## src/rtl/baud_gen_ovs.sv

```systemverilog
// baud_gen_ovs
// Programmable baud-rate generator with oversampling strobes.
//
// A period counter (cnt) reloads from the committed divisor, so one
// oversample tick is produced every divisor+1 cycles. An oversample counter
// (ovs_cnt) counts those ticks to derive a mid-bit strobe and a bit-rate
// strobe. The divisor is written as two bytes: DIV_LO only fills a staging
// register, and the DIV_HI write commits both halves in a single cycle, so
// the counter never runs with a half-updated divisor.
//
// Ports:
//   clk          system clock, rising edge
//   rst          asynchronous active-high reset
//   wr_en        register write strobe
//   ioaddr[1:0]  register address (00 CTRL, 01 reserved, 10 DIV_LO, 11 DIV_HI)
//   wdata[7:0]   write data
//   rdata[7:0]   read data, combinational from ioaddr
//   rx_sync      one-cycle pulse that restarts the tick phase
//   sample_tick  oversample strobe, period divisor+1
//   mid_tick     strobe on oversample tick OVS/2 of each bit
//   baud_tick    bit-rate strobe, period OVS*(divisor+1)
module baud_gen_ovs #(
  parameter int               DIV_W   = 16,
  parameter int               OVS     = 16,
  parameter logic [DIV_W-1:0] DIV_RST = {DIV_W{1'b1}}
) (
  input  logic       clk,
  input  logic       rst,
  input  logic       wr_en,
  input  logic [1:0] ioaddr,
  input  logic [7:0] wdata,
  output logic [7:0] rdata,
  input  logic       rx_sync,
  output logic       sample_tick,
  output logic       mid_tick,
  output logic       baud_tick
);

  localparam int               OVS_W    = $clog2(OVS);
  localparam logic [OVS_W-1:0] OVS_LAST = OVS_W'(OVS - 1);
  localparam logic [OVS_W-1:0] OVS_MID  = OVS_W'(OVS / 2 - 1);

  logic [DIV_W-1:0] divisor;
  logic [7:0]       lo_stage;
  logic             run;
  logic [DIV_W-1:0] cnt;
  logic [OVS_W-1:0] ovs_cnt;

  logic             wr_ctrl;
  logic             wr_lo;
  logic             wr_hi;
  logic             restart;
  logic [15:0]      div_cat;
  logic [DIV_W-1:0] div_wr;
  logic [DIV_W-1:0] reload_val;

  assign wr_ctrl = wr_en && (ioaddr == 2'b00);
  assign wr_lo   = wr_en && (ioaddr == 2'b10);
  assign wr_hi   = wr_en && (ioaddr == 2'b11);

  // Any of these realigns the tick phase to "now".
  assign restart = rx_sync || (wr_ctrl && wdata[1]) || wr_hi;

  assign div_cat = {wdata, lo_stage};
  assign div_wr  = div_cat[DIV_W-1:0];

  // On a commit the new period starts at the commit edge, so the reload
  // must use the value being written rather than the old divisor.
  assign reload_val = wr_hi ? div_wr : divisor;

  // Register file.
  always_ff @(posedge clk or posedge rst) begin
    if (rst) begin
      divisor  <= DIV_RST;
      lo_stage <= DIV_RST[7:0];
      run      <= 1'b1;
    end else begin
      if (wr_ctrl) run      <= wdata[0];
      if (wr_lo)   lo_stage <= wdata;
      if (wr_hi)   divisor  <= div_wr;
    end
  end

  // Period and oversample counters with registered strobes.
  always_ff @(posedge clk or posedge rst) begin
    if (rst) begin
      cnt         <= DIV_RST;
      ovs_cnt     <= '0;
      sample_tick <= 1'b0;
      mid_tick    <= 1'b0;
      baud_tick   <= 1'b0;
    end else if (restart) begin
      // Restart wins over the terminal-count path and also applies while
      // stopped, so a stopped generator resumes from a clean phase.
      cnt         <= reload_val;
      ovs_cnt     <= '0;
      sample_tick <= 1'b0;
      mid_tick    <= 1'b0;
      baud_tick   <= 1'b0;
    end else if (run) begin
      if (cnt == '0) begin
        cnt         <= divisor;
        sample_tick <= 1'b1;
        mid_tick    <= (ovs_cnt == OVS_MID);
        baud_tick   <= (ovs_cnt == OVS_LAST);
        ovs_cnt     <= (ovs_cnt == OVS_LAST) ? '0 : ovs_cnt + OVS_W'(1);
      end else begin
        cnt         <= cnt - DIV_W'(1);
        sample_tick <= 1'b0;
        mid_tick    <= 1'b0;
        baud_tick   <= 1'b0;
      end
    end else begin
      // Stopped: counters hold so the phase resumes where it left off.
      sample_tick <= 1'b0;
      mid_tick    <= 1'b0;
      baud_tick   <= 1'b0;
    end
  end

  // Read mux.
  always_comb begin
    rdata = 8'h00;
    case (ioaddr)
      2'b00:   rdata = {7'b0, run};
      2'b10:   rdata = lo_stage;
      2'b11:   rdata = 8'(divisor >> 8);
      default: rdata = 8'h00;
    endcase
  end

endmodule
```

## config.mk

```make
export PLATFORM = sky130hd
export DESIGN_NAME = baud_gen_ovs
export DESIGN_NICKNAME = d
export VERILOG_FILES = /design/src/rtl/baud_gen_ovs.sv
export SDC_FILE = /design/constraint.sdc
export NUM_CORES = 1
export LEC_CHECK = 0
export BUFFER_PORTS_ARGS = -buffer_cell sky130_fd_sc_hd__buf_2
export CELL_PAD_IN_SITES_DETAIL_PLACEMENT = 1
export CELL_PAD_IN_SITES_GLOBAL_PLACEMENT = 1
export CORE_ASPECT_RATIO = 0.9
export CORE_UTILIZATION = 52
export CTS_BUF_LIST = sky130_fd_sc_hd__clkbuf_8
export DETAILED_ROUTE_END_ITERATION = 12
export PLACE_DENSITY = 0.95
export SYNTH_ARGS = -nofsm -noshare
export SYNTH_HDL_FRONTEND = slang
export SYNTH_SLANG_ARGS = --single-unit
export TNS_END_PERCENT = 100
```

## constraint.sdc

```tcl
create_clock -name clk -period 5.9 [get_ports clk]
set_clock_uncertainty 0.1 [all_clocks]
set_input_delay 1.18 -clock clk [delete_from_list [all_inputs] [get_ports clk]]
set_output_delay 1.18 -clock clk [all_outputs]
set_load 0.1 [all_outputs]
```

-- After elaboration in Yosys (flattened, before gate mapping)
Index checks and enable logic that the tools add are counted.
- word-level logic and storage cells: 43
- latch bits: 0
- bits of input ports: 14
- flip-flop bits (word level): 48
- memories: 0
- RAM bits: 0
- bits in read-only memories: 0
- output and inout bits: 11
- equality and inequality tests: 4
- shift operators: 0
- divide/modulo/power cells: 0
- reductions and logical operators: 11
- mux-type cells: 18
- bitwise logic cells: 0
- magnitude comparators: 0
- add/sub/neg operators: 2
- multiply operators: 0
- operators by type and width (kind ; count):
    2-to-1 mux 16 bit ; 4
    case mux 8 bit (3 select lines) ; 1
    logical NOT 16 bit ; 1
    2-to-1 mux 4 bit ; 4
    subtractor 16 x 1 -> 16 bit, second input constant ; 1
    2-to-1 mux 1 bit ; 9
    adder 4 x 1 -> 4 bit, second input constant ; 1
    equality test 2 bit, second input constant ; 2
    equality test 4 x 3 -> 1 bit, second input constant ; 1
    equality test 4 bit, second input constant ; 1
    logical AND 1 bit ; 4
    nonzero test 2 bit ; 2
    logical NOT 2 bit ; 1
    logical OR 1 bit ; 2
    AND reduction 2 bit ; 1

-- Depth between registers and ports, before layout
Gate-level depths: netlist of run 1.
- depth in word-level cells: 7
- gate-level depth with buffers: 8

-- Least setup slack after synthesis of run 1
Ideal clock, no wire load.
- path type: input to output
- from: input ioaddr[0]
- to: output rdata[1]
- slack: 1576 ps
- arrival: 3044 ps
- stages: 3
- path buffers: 1
- cells stage by stage: clkbuf_1 > mux2i_1 > nor2b_1
- word-level cells in the longest chain between the ends: 2
- elaborated cells on any way between the ends: 4
- those cells by class: 2 x eq/ne; 1 x mux; 1 x reduce/logical
- ends and longest elaborated chain (element ; RTL line ; source):
    start: declaration ; 30 ; input logic [1:0] ioaddr,
    equality test 2 bit or logical NOT 2 bit (tied branches) ; 124 ; case (ioaddr)
    case mux 8 bit (3 select lines) (*) ; 124 ;
    end: declaration ; 32 ; output logic [7:0] rdata,
Every way passes the cells marked *; elsewhere a longest branch is shown, timed or not.

-- Worst setup path in the final report of run 1
- from: input ioaddr[0]
- to: output rdata[0]
The elaborated chain is that of the path after synthesis.

==> flow_metrics.tcl, run 1 <==
set metrics [dict create \
    status "completed" \
    yosys-mux-area-fraction_pct 15.0 \
    worstPathRequired_ns 4.62 \
    synth_nets 281 \
    post-route-drc-count 0 \
    leakage_nw 1.25 \
    worstPathCellList "buf_2 > nor2_1 > a22o_1 > buf_2" \
    worstHoldPathType "reg -> reg" \
    fin_crit_ns 3.62 \
    power.density_nw_per_um2 380 \
    fin_crit_sh_pct 61.4 \
    async_reset_ff_share_pct 100 \
    num-nets-final 301 \
    drv_slew 0 \
    port_buffers 24 \
    wirelength_um 7590 \
    postRouteAntennaNets 0 \
    cts_max_level 2 \
    die_y_um 70.2 \
    r2r_slack_ns 3.16 \
    tritoncts "yes" \
    seq_area_frac_synth_pct 46.6 \
    crit_slowest_cell "buf_2" \
    synth-edff-count 0 \
    vias 2208 \
    cts_buffers 5 \
    reg2regPathDepth 7 \
    root_buffer "clkbuf_8" \
    grt_pass1_vias 2441 \
    synth_compound_area_share_pct 11.9 \
    min_path_cells 2 \
    grt_max_degree 49 \
    drt-initial-drc-count 134 \
    fin_tns_setup_ns 0 \
    peakVddDrop_v 0.000242 \
    ctsHoldBuffers 0 \
    drive_above_1_share_pct 37.9 \
    antenna_found_initial 0 \
    insertion_delay_ns 0.32 \
    syn_avg_cell_area_um2 10.2 \
    regArea_um2 1250 \
    area_growth_pct 9.49 \
    rsz0062_at_grt "false" \
    finalSetupViolations 0 \
    ctsResizeCount 0 \
    cp_max_fo 12 \
    syn_inst 264 \
    worst_pin_slew_ns 1.20 \
    gr-usage-all-layers_pct 30.7 \
    crit_type "in -> out" \
    ys_ff_latch 48 \
    post_drt_wl_per_cell_um 21.7 \
    fmax_mhz 276 \
    multi_input_area_um2 1360 \
    final_cell_mix "dfstp_2 (41), nand2_1 (30), mux2_2 (26), buf_2 (24), nand3_1 (22)" \
    critPathLaunchType "input port" \
    endpoint_kind "primary output" \
    fillCellCount 566 \
    antennaDiodeCount 0 \
    synth_ff_type "dfstp_2" \
    hold_viol 0 \
    clkSinkCount 48 \
    drv_cap 0 \
    clk_pin_slew_ns 0.09 \
    synth_top_family_by_area "simple AND/OR/NAND/NOR gates" \
    yosys.area_share.simple_pct 19.5 \
    grt-ovfl-total 0 \
    core-area_um2 4890 \
    die_width_um 77.8 \
    cpPeakStageDelay_ns 0.41 \
    finalPower_mw 1.12 \
    ioPinCount 25 \
    die-area_um2 5470 \
    synth_cell_types 47 \
    dr.pass1.iters 4 \
    max_slew_margin_pct 20.1 \
    place_hpwl_um 5210 \
    avgViaCountPerCell 6.31 \
    postCtsSetupBuffers 0 \
    gp_congestion 0.850 \
    worst_ep_arrival_time_ns 2.34 \
    synth-xor-area-share_pct 2.60 \
    cts_buffer_depth 2 \
    synthAdderAreaFrac_pct 1.40 \
    syn_area_um2 2690 \
    grt_pass1_wl_um 12400 \
    yosysWarnings 0 \
    cp_common_cell "buf_2" \
    start_util_pct 55.0 \
    final_common_cell "dfstp_2" \
    std_cell_rows 24 \
    whs_ns 0.422 \
]
-- power breakdown --
group          internal (mW)  switching [mW]
sequential             0.459          0.0919
clock                 0.0938           0.117
combinational          0.136           0.222
-- worst max-delay path, delay by kind of cell --
kind	cells	cell delay [ns]
buf+inv	2	0.62
simple gates	1	0.34
compound gates	1	0.20
-- cells in the mapped netlist, types with 2 or more instances --
cell	n	share of area [%]
a21o_1	2	0.56
a311o_1	3	1.1
and2_1	2	0.47
nand2_1	30	4.2
and4_1	2	0.65
nand3_1	22	4.1
mux2i_1	11	4.1
o31a_1	2	0.65
a211o_1	2	0.65
o221ai_1	3	0.98
mux2_2	26	11
o211ai_1	9	2.5
dfstp_2	41	40
a2bb2oi_1	2	0.65
nand4_1	2	0.47
nor3_1	3	0.56
o311ai_0	2	0.65
and3_1	2	0.47
nor4_1	2	0.47
xnor2_1	6	2.0
or2_2	2	0.47
inv_1	8	1.1
or4_1	3	0.84
clkbuf_1	11	1.5
dfrtp_1	7	6.5
nor2b_1	7	1.6
ha_1	3	1.4
o21ai_0	8	1.5
xor2_1	2	0.65
nor2_1	20	2.8
a21oi_1	3	0.56
-- logic make-up (layout without fill, tap and decap cells) --
logic type               Yosys count  after routing
XOR/XNOR                           8              8
flip-flops                        48             48
AO/OA/AOI/OAI                     43             43
buffers and inverters             20             41
adder cells (fa/ha/maj)            3              3
multiplexers                      37             37
AND/OR/NAND/NOR                  105            105
-- registers in the layout, indices dropped and copies added (netlist names) --
register,flops
cnt,16
run,1
divisor,16
baud_tick,1
mid_tick,1
lo_stage,8
sample_tick,1
ovs_cnt,4
-- routing by layer --
layer / up-vias / track usage [%] / routed length (um)
met5: - / 0 / 0
met1: 1109 / 37.4 / 3130
li1: 997 / - / -
met4: 0 / 16.8 / 280
met2: 77 / 50.9 / 3770
met3: 25 / 6.01 / 410
-- through the flow --
| step | std cells | setup WS (ns) | instance area (um^2) | utilization (%) |
|---|---|---|---|---|
| 5_1_grt | 350 | 2.23 | 2950 | 60.2 |
| 3_5_place_dp | 342 | 2.30 | 2850 | 58.3 |
| 4_1_cts | 350 | 2.29 | 2950 | 60.2 |
| 3_3_place_gp | 342 | 2.34 | 2850 | 58.3 |
| 2_1_floorplan | 264 | 1.58 | 2690 | - |
| 6_report | 350 | 2.28 | 2950 | 60.2 |
-- cell type report --
| type | count | share of cell area [%] |
|---|---|---|
| Clock buffer | 6 | 2.80 |
| Inverter | 8 | 1.02 |
| Multi-Input combinational cell | 196 | 46.2 |
| Timing Repair Buffer | 25 | 4.33 |
| Clock inverter | 2 | 0.340 |
| Sequential cell | 48 | 42.5 |
| Tap cell | 65 | 2.76 |
-- worst paths after layout --
kind                                             from                     end
worst max-delay path                        ioaddr[0]                rdata[0]
worst min-delay path            divisor[15]$_DFF_PP1_     cnt[15]$_DFFE_PP1P_
worst max register to register     cnt[0]$_DFFE_PP1P_      cnt[0]$_DFFE_PP1P_
worst min register to register  divisor[15]$_DFF_PP1_     cnt[15]$_DFFE_PP1P_
max in group asynchronous                         rst      mid_tick$_DFF_PP0_
min in group asynchronous                         rst  ovs_cnt[0]$_DFFE_PP0P_
Power figures use the tool's default switching activity.
==> run 2: changes to the inputs <==
--- a/config.mk
+++ b/config.mk
@@ -9,10 +9,10 @@
 export CELL_PAD_IN_SITES_DETAIL_PLACEMENT = 1
 export CELL_PAD_IN_SITES_GLOBAL_PLACEMENT = 1
 export CORE_ASPECT_RATIO = 0.9
-export CORE_UTILIZATION = 52
+export CORE_UTILIZATION = 44
 export CTS_BUF_LIST = sky130_fd_sc_hd__clkbuf_8
 export DETAILED_ROUTE_END_ITERATION = 12
-export PLACE_DENSITY = 0.95
+export PLACE_DENSITY = 0.89
 export SYNTH_ARGS = -nofsm -noshare
 export SYNTH_HDL_FRONTEND = slang
 export SYNTH_SLANG_ARGS = --single-unit
==> constraint.sdc (replaced) <==
create_clock -name clk -period 3 [get_ports clk]
set_clock_uncertainty 0.1 [all_clocks]
set_input_delay 0.6 -clock clk [delete_from_list [all_inputs] [get_ports clk]]
set_output_delay 0.6 -clock clk [all_outputs]
set_load 0.1 [all_outputs]
==> flow_metrics.tcl, run 2 (synthesis gave the netlist of run 1 again) <==
set metrics [dict create \
    clockPowerShare_pct 18.6 \
    final_cell_mix "dfstp_2 (41), nand2_1 (30), mux2_2 (26), buf_2 (24), nand3_1 (22)" \
    area_growth_pct 11.8 \
    tritoncts "yes" \
    drive_above_1_share_pct 41.4 \
    wl_met1_um 3160 \
    finalSetupViolations 0 \
    antennaDiodeCount 0 \
    antenna_found_initial 0 \
    die_y_um 76.2 \
    final_common_cell "dfstp_2" \
    dr.pass1.iters 8 \
    insertion_delay_ns 0.31 \
    worstHoldPathType "in -> async" \
    die_width_um 84.4 \
    rsz0062_at_grt "false" \
    ctsResizeCount 0 \
    root_buffer "clkbuf_8" \
    num-nets-final 306 \
    max_slew_margin_pct 44.5 \
    clkSinkCount 48 \
    comb_power_share_pct 32.1 \
    worstPathCellList "or4_1 > or3_1 > or4_4 > nor2_1 > and4_1" \
    cts_buffers 5 \
    fin_crit_ns 2.57 \
    gp_congestion 0.839 \
    worstPathRequired_ns 3.15 \
    worst_pin_slew_ns 0.832 \
    status "finished with violations" \
    grt_pass1_wl_um 11700 \
    place_inst 352 \
    clk_pin_slew_ns 0.09 \
    postCtsSetupBuffers 0 \
    internal_power_mw 1.37 \
    avgViaCountPerCell 6.08 \
    gr-usage-all-layers_pct 23.6 \
    post_drt_wl_per_cell_um 19.7 \
    grt-ovfl-total 0 \
    worst_ep_arrival_time_ns 2.73 \
    pre_cts_ws_ns 0.346 \
    failed_checks "design-rule violations" \
    fmax_mhz 388 \
    layout.cells.non_filler 360 \
    fin_tns_setup_ns 0 \
    dr_wl_met3_um 291 \
    fin_ws_ns 0.425 \
    postRouteAntennaNets 0 \
    wirelength_um 7090 \
    critPathLaunchType "flip-flop" \
    grt_pass1_vias 2343 \
    ctsHoldBuffers 0 \
    top_layer "met4" \
    start_util_pct 46.5 \
    ioPinCount 25 \
    vias 2188 \
    die-area_um2 6430 \
    p_seq_share_pct 49.4 \
    whs_ns 0.360 \
    crit_slowest_cell "or4_4" \
    cpPeakStageDelay_ns 0.62 \
    place_hpwl_um 5200 \
    finalPower_mw 2.19 \
    hold_viol 0 \
    fin_crit_sh_pct 85.8 \
    core-area_um2 5790 \
    post-route-drc-count 8 \
    swShare_pct 37.6 \
    top_regs "cnt: 16 flops, divisor: 16 flops, lo_stage: 8 flops" \
    net-switching-power_mw 0.824 \
    leakage_nw 1.28 \
    crit_type "reg -> reg" \
    power.density_nw_per_um2 728 \
    std_cell_rows 26 \
    grt_max_degree 40 \
    peakVddDrop_v 0.000369 \
    cts_buffer_depth 2 \
    endpoint_kind "flip-flop" \
    cts_max_level 2 \
    r2r_slack_ns 0.43 \
    drv_cap 0 \
    wl_met2_um 3490 \
    drv_slew 0 \
    port_buffers 24 \
    drt-initial-drc-count 65 \
    cp_max_fo 12 \
]
## run 2: path summary, 6_finish.rpt
kind                                        from                endpoint  cells after the start
max                           cnt[6]$_DFFE_PP1P_     baud_tick$_DFF_PP0_                      5
max reg2reg                   cnt[6]$_DFFE_PP1P_     baud_tick$_DFF_PP0_                      5
min                                          rst  ovs_cnt[3]$_DFFE_PP0P_                      2
min reg2reg                divisor[15]$_DFF_PP1_     cnt[15]$_DFFE_PP1P_                      2
max in group asynchronous                    rst      cnt[3]$_DFFE_PP1P_                      3
min in group clk           divisor[15]$_DFF_PP1_     cnt[15]$_DFFE_PP1P_                      2
## run 2: routing by layer
metal,track usage [%],vias up
met2,39.3,56
met1,31.3,1119
met3,4.01,13
met4,7.97,0
li1,-,1000
met5,0,-
## run 2: layout make-up
class / count / area (um^2)
fillers: 666 / 2780
multi-input cells: 196 / 1380
flip-flops and latches: 48 / 1250
repair buffers: 30 / 165
well taps: 70 / 87.6
clock buffers: 6 / 82.6
inverters: 8 / 30.0
clock inverters: 2 / 10.0
## run 2: power by group through the flow
| stage | Sequential, mW | Clock (mW) | Combinational (mW) |
|---|---|---|---|
| after floorplan | 1.00 | 0 | 0.571 |
| after global placement | 1.07 | 0 | 0.669 |
| after detailed placement | 1.08 | 0 | 0.700 |
| after CTS | 1.08 | 0.414 | 0.704 |
| after global routing | 1.10 | 0.442 | 0.766 |
| final | 1.08 | 0.406 | 0.702 |
## run 2: worst max-delay path, delay by kind of cell (launching register included)
kind | cells | cell delay (ns)
flops | 1 | 0.41
simple gates | 5 | 2.00
## run 2: metrics by stage
step,area [um^2],util [%]
after global routing,3010,51.9
after floorplan,2710,-
after global placement,2910,50.3
after CTS,3010,51.9
final,3010,51.9
after detailed placement,2910,50.3
==> run 3: changes to the inputs <==
--- a/config.mk
+++ b/config.mk
@@ -9,10 +9,9 @@
 export CELL_PAD_IN_SITES_DETAIL_PLACEMENT = 1
 export CELL_PAD_IN_SITES_GLOBAL_PLACEMENT = 1
 export CORE_ASPECT_RATIO = 0.9
-export CORE_UTILIZATION = 44
-export CTS_BUF_LIST = sky130_fd_sc_hd__clkbuf_8
+export CORE_UTILIZATION = 42
 export DETAILED_ROUTE_END_ITERATION = 12
-export PLACE_DENSITY = 0.89
+export PLACE_DENSITY = 0.86
 export SYNTH_ARGS = -nofsm -noshare
 export SYNTH_HDL_FRONTEND = slang
 export SYNTH_SLANG_ARGS = --single-unit
==> flow_metrics.tcl, run 3 (synthesis gave the netlist of run 1 again) <==
set metrics [dict create \
    status "completed" \
    port_buffers 24 \
    antennaDiodeCount 0 \
    fin_crit_sh_pct 83.8 \
    clk_pin_slew_ns 0.08 \
    area_growth_pct 13.0 \
    worst_pin_slew_ns 0.599 \
    die-area_um2 6730 \
    fmax_mhz 398 \
    place_hpwl_um 5200 \
    worst_ep_arrival_time_ns 2.61 \
    peakVddDrop_v 0.000408 \
    core-area_um2 6150 \
    postRouteAntennaNets 0 \
    insertion_delay_ns 0.29 \
    grt_max_degree 30 \
    cts_buffer_depth 2 \
    gp_congestion 0.863 \
    internal_power_mw 1.38 \
    postCtsSetupBuffers 0 \
    root_buffer "clkbuf_8" \
    fin_crit_ns 2.51 \
    p_seq_share_pct 49.4 \
    die_width_um 86.4 \
    cts_buffers 5 \
    rsz0062_at_grt "false" \
    net-switching-power_mw 0.807 \
    tritoncts "yes" \
    leakage_nw 1.28 \
    fin_tns_setup_ns 0 \
    drv_slew 0 \
    cts_max_level 2 \
    drv_cap 0 \
    regArea_um2 1250 \
    endpoint_kind "flip-flop" \
    finalSetupViolations 0 \
    post_drt_wl_per_cell_um 18.4 \
    fin_ws_ns 0.487 \
    num-nets-final 308 \
    swShare_pct 37.0 \
    std_cell_rows 27 \
    hold_viol 0 \
    reg2regPathDepth 5 \
    worstHoldPathType "in -> async" \
    ioPinCount 25 \
    fillCellCount 714 \
    top_regs "cnt: 16 flops, divisor: 16 flops, lo_stage: 8 flops" \
    worstPathRequired_ns 3.10 \
    grt_pass1_vias 2273 \
    die_y_um 77.9 \
    power.density_nw_per_um2 718 \
    wirelength_um 6990 \
    avgViaCountPerCell 5.73 \
    multi_input_area_um2 1380 \
    pre_cts_ws_ns 0.509 \
    ctsHoldBuffers 0 \
    start_util_pct 43.8 \
    drive_above_1_share_pct 41.1 \
    ctsResizeCount 0 \
    grt-ovfl-total 0 \
    cp_max_fo 12 \
    clkSinkCount 48 \
    post-route-drc-count 0 \
    grt_pass1_wl_um 11900 \
    gr-usage-all-layers_pct 22.9 \
    max_slew_margin_pct 60.0 \
    clockPowerShare_pct 18.1 \
    whs_ns 0.271 \
    dr.pass1.iters 4 \
    vias 2171 \
    antenna_found_initial 0 \
    drt-initial-drc-count 98 \
    final_cell_mix "dfstp_2 (41), nand2_1 (30), mux2_2 (26), buf_2 (24), nand3_1 (22)" \
    crit_type "reg -> reg" \
    critPathLaunchType "flip-flop" \
    final_common_cell "dfstp_2" \
    comb_power_share_pct 32.5 \
]
## run 3: area by class of cell
class	instances	area share, %
clock buffer	8	2.96
inverter	8	0.988
multi-input combinational	196	45.3
sequential	48	41.2
tap	87	3.58
timing repair buffer	32	5.93
## run 3: power groups by stage
stage          logic (mW)  clock network (mW)  registers, mW
6_report            0.710               0.395           1.08
2_1_floorplan       0.571                   0           1.00
3_5_place_dp        0.703                   0           1.09
4_1_cts             0.710               0.407           1.07
5_1_grt             0.784               0.431           1.10
3_3_place_gp        0.674                   0           1.07
## run 3: critical path, cell delays in order (launching register included)
cell and delay [ns]:
dfstp_2 0.41, or4_1 0.54, or3_1 0.38, or4_4 0.61, o211ai_1 0.22, o311ai_0 0.16
## run 3: routing by layer
metal  vias to the layer above  GRT usage, %  part of all wire [%]
met5                         -             0                     0
met4                         0          4.67                  0.97
met3                         6          3.40                   3.4
met2                        51          38.9                    49
met1                      1098          31.1                    47
li1                       1016             -                     -
## run 3: path summary, 6_finish.rpt
| path | startpoint | endpoint | slack (ns) |
|---|---|---|---|
| max | cnt[6]$_DFFE_PP1P_ | cnt[1]$_DFFE_PP1P_ | 0.49 |
| min | rst | ovs_cnt[1]$_DFFE_PP0P_ | 0.27 |
| max reg2reg | cnt[6]$_DFFE_PP1P_ | cnt[1]$_DFFE_PP1P_ | 0.49 |
| min reg2reg | divisor[11]$_DFF_PP1_ | cnt[11]$_DFFE_PP1P_ | 0.42 |
| max in group asynchronous | rst | divisor[15]$_DFF_PP1_ | 1.79 |
| min in group clk | divisor[11]$_DFF_PP1_ | cnt[11]$_DFFE_PP1P_ | 0.42 |
## run 3: stage by stage
stage	area [um^2]	cells	util [%]	power (mW)
finish	3040	379	49.5	2.18
global route	3040	379	49.5	2.32
CTS	3040	379	49.5	2.19
detailed placement	2950	371	48.0	1.79
global placement	2950	371	48.0	1.74
floorplan	2710	264	-	1.57
